`config.mk`:
```
export PLATFORM = sky130hd
export DESIGN_NAME = controlador_matriz
export DESIGN_NICKNAME = d
export VERILOG_FILES = /design/src/rtl/controlador_matriz.sv
export SDC_FILE = /design/constraint.sdc
export NUM_CORES = 1
export LEC_CHECK = 0
export CAP_MARGIN = 20
export CORE_MARGIN = 10
export CORE_UTILIZATION = 57
export CTS_CLUSTER_DIAMETER = 40
export CTS_CLUSTER_SIZE = 24
export DETAILED_ROUTE_END_ITERATION = 12
export DONT_BUFFER_PORTS = 1
export PLACE_DENSITY = 0.75
export SETUP_SLACK_MARGIN = 0.15
export SLEW_MARGIN = 10
export SYNTH_ARGS = -nofsm -noshare
export SYNTH_HDL_FRONTEND = slang
export SYNTH_SLANG_ARGS = --single-unit
```
`constraint.sdc`:
```
create_clock -name clk -period 2.24 [get_ports clk]
set_input_delay 0.112 -clock clk [delete_from_list [all_inputs] [get_ports clk]]
set_output_delay 0.112 -clock clk [all_outputs]
set_load 0.02 [all_outputs]
```
`src/rtl/controlador_matriz.sv`:
```
// controlador_matriz: arbitrates a single-port bitmap matrix between
// per-cycle lookups and queued read-modify-write single-bit updates.
// Lookups win by default. Queued updates take the port when no lookup is
// waiting, when the queue is full, or after a bounded run of lookups.
`timescale 1ns/1ps
module controlador_matriz #(
   parameter int  NUM_CLUSTERS  = 8,
   parameter int  TAM_HASH      = 8,
   parameter int  PROF_FILA     = 4,
   parameter int  LIMITE_ESPERA = 4,
   localparam int CW            = (NUM_CLUSTERS > 1) ? $clog2(NUM_CLUSTERS) : 1
) (
   input  logic                    clk,
   input  logic                    rst_n,
   input  logic                    req_leitura,
   input  logic [TAM_HASH-1:0]     hash_leitura,
   input  logic                    req_escrita,
   input  logic [TAM_HASH-1:0]     hash_escrita,
   input  logic [CW-1:0]           cluster_escrita,
   input  logic                    valor_escrita,
   output logic                    aceita_escrita,
   output logic                    mem_en,
   output logic                    mem_we,
   output logic [TAM_HASH-1:0]     mem_endereco,
   output logic [NUM_CLUSTERS-1:0] mem_dado_escrita,
   input  logic [NUM_CLUSTERS-1:0] mem_dado_leitura,
   output logic                    leitura_valida,
   output logic [NUM_CLUSTERS-1:0] bitmap_lido,
   output logic                    trava
);

   localparam int PW   = (PROF_FILA > 1) ? $clog2(PROF_FILA) : 1;
   localparam int CNTW = $clog2(PROF_FILA + 1);
   localparam int EW   = (LIMITE_ESPERA > 0) ? $clog2(LIMITE_ESPERA + 1) : 1;

   typedef enum logic [1:0] {OCIOSO, RMW_LE, RMW_ESCREVE} estado_t;

   typedef struct packed {
      logic [TAM_HASH-1:0] hash;
      logic [CW-1:0]       cluster;
      logic                valor;
   } entrada_t;

   entrada_t                fila_q [PROF_FILA];
   logic [PW-1:0]           wr_ptr_q, wr_ptr_d;
   logic [PW-1:0]           rd_ptr_q, rd_ptr_d;
   logic [CNTW-1:0]         count_q, count_d;
   logic [EW-1:0]           espera_q, espera_d;
   estado_t                 estado_q, estado_d;
   entrada_t                hold_q, hold_d;
   logic [NUM_CLUSTERS-1:0] dado_q, dado_d;
   logic                    valida_q, valida_d;

   logic fila_cheia;
   logic fila_vazia;
   logic push;
   logic grant_leitura;
   logic grant_update;

   // Arbitration, matrix port drive and next-state computation
   always_comb begin
      fila_cheia   = (count_q == CNTW'(PROF_FILA));
      fila_vazia   = (count_q == '0);
      push         = req_escrita && !fila_cheia;
      grant_update = (estado_q == OCIOSO) && !fila_vazia &&
                     (!req_leitura || fila_cheia || (espera_q == EW'(LIMITE_ESPERA)));
      grant_leitura = (estado_q == OCIOSO) && req_leitura && !grant_update;

      mem_en           = 1'b0;
      mem_we           = 1'b0;
      mem_endereco     = '0;
      mem_dado_escrita = '0;
      if (grant_leitura) begin
         mem_en       = 1'b1;
         mem_endereco = hash_leitura;
      end else if (grant_update) begin
         mem_en       = 1'b1;
         mem_endereco = fila_q[rd_ptr_q].hash;
      end else if (estado_q == RMW_ESCREVE) begin
         mem_en           = 1'b1;
         mem_we           = 1'b1;
         mem_endereco     = hold_q.hash;
         mem_dado_escrita = dado_q;
      end

      estado_d = estado_q;
      case (estado_q)
         OCIOSO:      if (grant_update) estado_d = RMW_LE;
         RMW_LE:      estado_d = RMW_ESCREVE;
         RMW_ESCREVE: estado_d = OCIOSO;
         default:     estado_d = OCIOSO;
      endcase

      hold_d = hold_q;
      if (grant_update) hold_d = fila_q[rd_ptr_q];

      dado_d = dado_q;
      if (estado_q == RMW_LE) begin
         dado_d = mem_dado_leitura;
         for (int i = 0; i < NUM_CLUSTERS; i++) begin
            if (CW'(i) == hold_q.cluster) dado_d[i] = hold_q.valor;
         end
      end

      valida_d = grant_leitura;

      espera_d = espera_q;
      if (grant_update || fila_vazia) espera_d = '0;
      else if (grant_leitura && (espera_q != EW'(LIMITE_ESPERA))) espera_d = espera_q + EW'(1);

      count_d = count_q;
      case ({push, grant_update})
         2'b10:   count_d = count_q + CNTW'(1);
         2'b01:   count_d = count_q - CNTW'(1);
         default: count_d = count_q;
      endcase

      wr_ptr_d = wr_ptr_q;
      if (push) wr_ptr_d = (wr_ptr_q == PW'(PROF_FILA - 1)) ? '0 : wr_ptr_q + PW'(1);
      rd_ptr_d = rd_ptr_q;
      if (grant_update) rd_ptr_d = (rd_ptr_q == PW'(PROF_FILA - 1)) ? '0 : rd_ptr_q + PW'(1);
   end

   // Control state, queue bookkeeping and holding registers
   always_ff @(posedge clk or negedge rst_n) begin
      if (!rst_n) begin
         estado_q <= OCIOSO;
         wr_ptr_q <= '0;
         rd_ptr_q <= '0;
         count_q  <= '0;
         espera_q <= '0;
         hold_q   <= '0;
         dado_q   <= '0;
         valida_q <= 1'b0;
      end else begin
         estado_q <= estado_d;
         wr_ptr_q <= wr_ptr_d;
         rd_ptr_q <= rd_ptr_d;
         count_q  <= count_d;
         espera_q <= espera_d;
         hold_q   <= hold_d;
         dado_q   <= dado_d;
         valida_q <= valida_d;
      end
   end

   // Queue storage; emptiness is tracked by the counters, so no reset needed
   always_ff @(posedge clk) begin
      if (push) fila_q[wr_ptr_q] <= '{hash: hash_escrita, cluster: cluster_escrita, valor: valor_escrita};
   end

   // Lookup data comes straight from the matrix in the cycle after the grant
   always_comb begin
      aceita_escrita = (count_q != CNTW'(PROF_FILA));
      leitura_valida = valida_q;
      bitmap_lido    = valida_q ? mem_dado_leitura : '0;
      trava          = req_leitura && !grant_leitura;
   end

endmodule

```
* Word level (Yosys, flattened, before mapping) *
Memory sizes are Yosys's and may differ from the RTL's.
Cells that the tools add are included.

storage, ports and cells
  bits of input ports = 32
  RAM bits = 48
  register bits after elaboration = 33
  logic and storage cells = 83
  memories = 1
  output and inout bits = 29

operators by class
  $add $sub $neg = 5
  reduce and logical (&&, ||, !) cells = 20
  eq/ne operators = 18
  muxes and demuxes = 29

memories
  memory  depth  width  rd ports  clocked after Yosys merged registers in  write ports  RTL line  RTL
  fila_q  4      12     1         0                                        1            44        entrada_t fila_q [PROF_FILA];

operators with widths
  operator                                                               number
  8-bit 2-to-1 mux                                                       7
  1-bit 2-to-1 mux                                                       15
  3-bit equality test, first input constant                              4
  2-bit equality test, second input constant                             4
  1-bit logical AND                                                      7
  3-bit by 1-bit adder with 3-bit output, second input constant          2
  2-bit by 3-bit equality test with 1-bit output, first input constant   2
  3-bit equality test, second input constant                             2
  3-bit logical NOT                                                      2
  2-bit 2-to-1 mux                                                       3
  3-bit 2-to-1 mux                                                       2
  3-bit != test, second input constant                                   2
  3-bit case mux with 2 select lines                                     1
  1-bit logical NOT                                                      5
  2-bit by 1-bit adder with 2-bit output, second input constant          2
  2-bit by 1-bit equality test with 1-bit output, second input constant  2
  2-bit case mux with 2 select lines                                     1
  2-bit nonzero test                                                     2
  1-bit by 3-bit equality test with 1-bit output, first input constant   1
  1-bit logical OR                                                       3
  3-bit by 1-bit subtractor with 3-bit output, second input constant     1
  2-bit logical NOT                                                      1
  2-bit != test, second input constant                                   1

* Depth between registers and ports, before layout *
  word-level depth = 9
  gate-level depth with buffers = 12
  gate-level depth less buffers = 10

* Worst setup path after synthesis *
OpenSTA, ideal clock, no wires.

  path type = register to register
  start point = register count_q[1]
  end point = register count_q[2]
  arrival = 2.286 ns
  period minus slack after synthesis = 2.365 ns
  required time = 2.161 ns
  stages on the path, launching flop included = 11
  library setup time = 0.079 ns
  buffers on the path = 1
  path slack = -0.125 ns
  cells stage by stage = dfrtp_1 > buf_6 > nor3b_2 > inv_1 > nand2_1 > ha_1 > inv_1 > fa_1 > xor2_1 > nor2_1 > xor2_1

on the way
  cells in the longest elaborated chain, start to end = 6
  elaborated cells between the ends (all ways) = 15
  those cells by class = add/sub (2); eq/ne (3); mux (1); reduce/logical (9)

ends and longest elaborated chain
  element                                                                                RTL line  RTL
  start: declaration                                                                     47        logic [CNTW-1:0] count_q, count_d;
  start signal: assignment                                                               139       count_q <= count_d;
  3-bit equality test or 3-bit logical NOT (tied branches)                               62, 63
  1-bit logical OR or 1-bit logical NOT (tied branches)                                  66, 65
  1-bit logical OR or 1-bit logical AND (tied branches)                                  66, 65
  1-bit logical AND                                                                      65        grant_update = (estado_q == OCIOSO) && !fila_vazia &&
  2-bit by 1-bit equality test with 1-bit output or 2-bit equality test (tied branches)  112       case ({push, grant_update})
  3-bit case mux with 2 select lines or 2-bit nonzero test (tied branches)               -

Several ways; a longest one is shown, not always the timed one.
A chain may end at the register's enable or synchronous reset.

* Worst setup path in the final report *
  start point = register estado_q[0]
  end point = output mem_endereco[7]

on the way
  cells in the longest elaborated chain, start to end = 6
  elaborated cells between the ends (all ways) = 10
  those cells by class = eq/ne (1); mux (3); reduce/logical (6)

ends and longest elaborated chain
  element                          RTL line  RTL
  start: declaration               49        estado_t estado_q, estado_d;
  start signal: assignment         136       estado_q <= estado_d;
  2-bit logical NOT                65, 67
  1-bit logical AND (2 in series)  65
  1-bit logical NOT                67        grant_leitura = (estado_q == OCIOSO) && req_leitura && !grant_update;
  1-bit logical AND                67
  8-bit 2-to-1 mux *               73        if (grant_leitura) begin
  end: declaration                 24        output logic [TAM_HASH-1:0] mem_endereco,

Mark *: on every way between the ends. The rest lies on a longest branch, timed or not.

==> results.cfg <==
[run_status]
status = finished, final reports clean

[cts]
root_buffer = clkbuf_8
clk_pin_slew_ps = 90
cts_tree = yes
cts_max_level = 3
clk_latency_ps = 350
cts_buffer_depth = 2
numCtsBuffers = 9
cts_sinks = 81

[layout]
final_cell_area_um2 = 4590
area_growth_pct = 23.1
final_cell_count_no_fill = 399
nets = 358
drive_gt1_share_pct = 29.8
n_antenna_cell = 0
fin_util_pct = 72.4

[synth]
yosysSeqAreaShare_pct = 60.8
syn_nets = 314
syn-instance-count = 273
ys_top_cells_by_area = edfxtp_1 39%, dfrtp_1 22%, mux4_2 7.2%
synth_area_per_cell_um2 = 13.7
yosys.area.top_type = edfxtp_1
synthFlopType = edfxtp_1
synth-async-reset-ratio_pct = 40.7
synth-seq-cells = 81
yosys_warnings = 0
synth_top_area_share_pct = 38.6
yosysUniqueCellTypes = 39
synth_edf_count = 48
synth_area_um2 = 3730

[detailed_routing]
via_count = 2408
top_layer = met4
ant_nets = 0
drt_iter0_markers = 168
route.met3.wl_um = 647
drt_pass1_iterations = 5
wl_met1_um = 3300
drc = 0
wirelength_um = 8140
wl_per_cell_um = 20.4
via_per_inst = 6.04
wl_met2_um = 4020

[sta]
timing.hold.ws_ps = 46.7
hold_viol = 0
final.setup_skew_ps = 14.0
timing.fmax_ghz = 0.477
relSlewSlack_pct = 61.3
setup_viol = 0
period_needed_ps = 2100
setup_ws_ps = 144
min_period_over_period_pct = 93.6
worst_pin_slew_ps = 578
setup_tns_ps = 0
finalMaxSlewViolations = 0
grt_setup_unrepaired = true

[worst_setup_path]
reg2reg_depth = 9
crit_arrival_ps = 1980
critPathMaxFanout = 10
end_kind = primary output
startpoint_type = flop
required_ps = 2130
critical_path_class = flop to primary output

[global_routing]
antenna_found_initial = 0
grt_max_degree = 34
grt_pass1_wl_um = 11900
globalRoute.totalOverflow = 0
grt.total_usage_pct = 14.9
grt_pass1_vias = 2341

[floorplan]
dieArea_um2 = 10200
die_h_um = 101
start_util_pct = 58.8
coreArea_um2 = 6350
ioPinCount = 61
rows = 29
die_w_um = 101

[run]
drv_cap = 0

[pwr]
power_density_nw_per_um2 = 1480
total_power_mw = 6.82
power_leakage_nw = 1.79
ir_worst_vdd_mv = 0.797

[place]
pre_cts_ws_ps = 187
place_inst = 350
dp_hpwl_um = 5080
gp_congestion = 0.832
place_area_um2 = 3880
numPortBuffers = 0

[worst_hold_path]
min_path_cells = 2
min_path_type = input port to flop
==> state kept, by name (all words and copies together), names as in the netlist <==
| name | flops |
|---|---|
| wr_ptr_q | 2 |
| hold_q | 12 |
| leitura_valida | 1 |
| estado_q | 2 |
| espera_q | 3 |
| count_q | 3 |
| rd_ptr_q | 2 |
| dado_q | 8 |
| fila_q | 48 |
==> layout by cell type, fill, tap and decap left out, types with 2 or more instances in the layout <==
cell type | synthesis | routed
buf_4 | 2 | 27
edfxtp_1 | 48 | 48
nor3b_1 | 3 | 3
buf_6 | 3 | 3
mux2_2 | 9 | 9
nor2_1 | 6 | 6
o21ai_0 | 17 | 16
inv_2 | 0 | 2
nand3b_1 | 3 | 3
a31oi_1 | 9 | 5
o211a_4 | 0 | 2
ha_4 | 0 | 2
and2_1 | 16 | 16
bufinv_16 | 0 | 3
nand2_1 | 18 | 17
a31oi_2 | 0 | 3
inv_1 | 20 | 18
or3_4 | 1 | 3
nor4_2 | 0 | 3
dlygate4sd3_1 | 0 | 21
nor3_1 | 2 | 2
a22o_1 | 2 | 2
clkbuf_8 | 0 | 9
xor2_1 | 2 | 2
o2111ai_1 | 8 | 5
dfrtp_2 | 0 | 3
and3_1 | 4 | 4
ha_1 | 8 | 6
buf_12 | 0 | 2
o2111ai_2 | 0 | 3
nor4_1 | 8 | 4
mux4_2 | 12 | 12
dfrtp_1 | 33 | 30
mux2i_1 | 8 | 8
==> critical path, cell delays in order, from the launching register on <==
cell and delay [ps]:
dfrtp_1 400, buf_4 160, nor2_1 190, buf_4 220
o2111ai_1 200, a31oi_1 260, buf_4 180
==> cell families after synthesis <==
logic type / count (synthesis) / share of synthesized area, %
compound gates: 42 / 7.65
xor+xnor: 3 / 0.704
fa+ha+maj: 9 / 3.22
buf+inv: 41 / 5.30
flops: 81 / 60.8
mux: 29 / 12.1
simple gates: 68 / 10.3
==> path summary, 6_finish.rpt <==
path                                   end   startpoint  slack (ps)
setup / recovery           mem_endereco[7]  estado_q[0]         140
hold / removal                 wr_ptr_q[0]  req_escrita          50
setup reg to reg                count_q[2]   count_q[1]         220
hold reg to reg                  dado_q[3]    dado_q[3]         470
max in group asynchronous       count_q[1]        rst_n        1840
min in group asynchronous      estado_q[1]        rst_n         210
==> cells in the mapped netlist, drive strengths merged (2+ instances only) <==
library cell,n
a22o,2
a31oi,9
and2,16
and3,4
buf,9
clkbuf,12
dfrtp,33
edfxtp,48
ha,8
inv,20
mux2,9
mux2i,8
mux4,12
nand2,18
nand3b,3
nor2,6
nor2b,2
nor3,2
nor3b,4
nor4,8
o2111ai,8
o211a,3
o21ai,17
or3,2
xor2,2
==> area by class of cell <==
class	instances	area (um^2)
tap	77	96.3
clock inverter	6	106
clock buffer	10	128
fill	415	1760
inverter	20	75.1
multi-input combinational	152	1430
sequential	81	2270
timing repair buffer	53	487
==> routing by layer <==
metal | global-route usage (%) | vias to the layer above
met2 | 23.9 | 102
met3 | 4.32 | 19
met5 | 0 | -
met4 | 6.86 | 0
met1 | 18.2 | 1189
li1 | - | 1098
==> power breakdown <==
part,internal (mW),total (mW),switching (mW)
logic,1.45,3.13,1.68
clock network,0.735,1.25,0.510
registers,2.08,2.44,0.361
total,4.26,6.82,2.55
==> what timing repair did <==
item | 4_1_cts | 5_1_grt
pin swaps | 1 | 9
gates resized for setup | 6 | 25
cloned | 0 | 1
setup endpoints to repair | 9 | 10
endpoints found under the hold margin | 89 | 0
buffers inserted | 6 | 4
hold buffers | 22 | 0
Note: power is estimated with default switching activity, not from simulation.
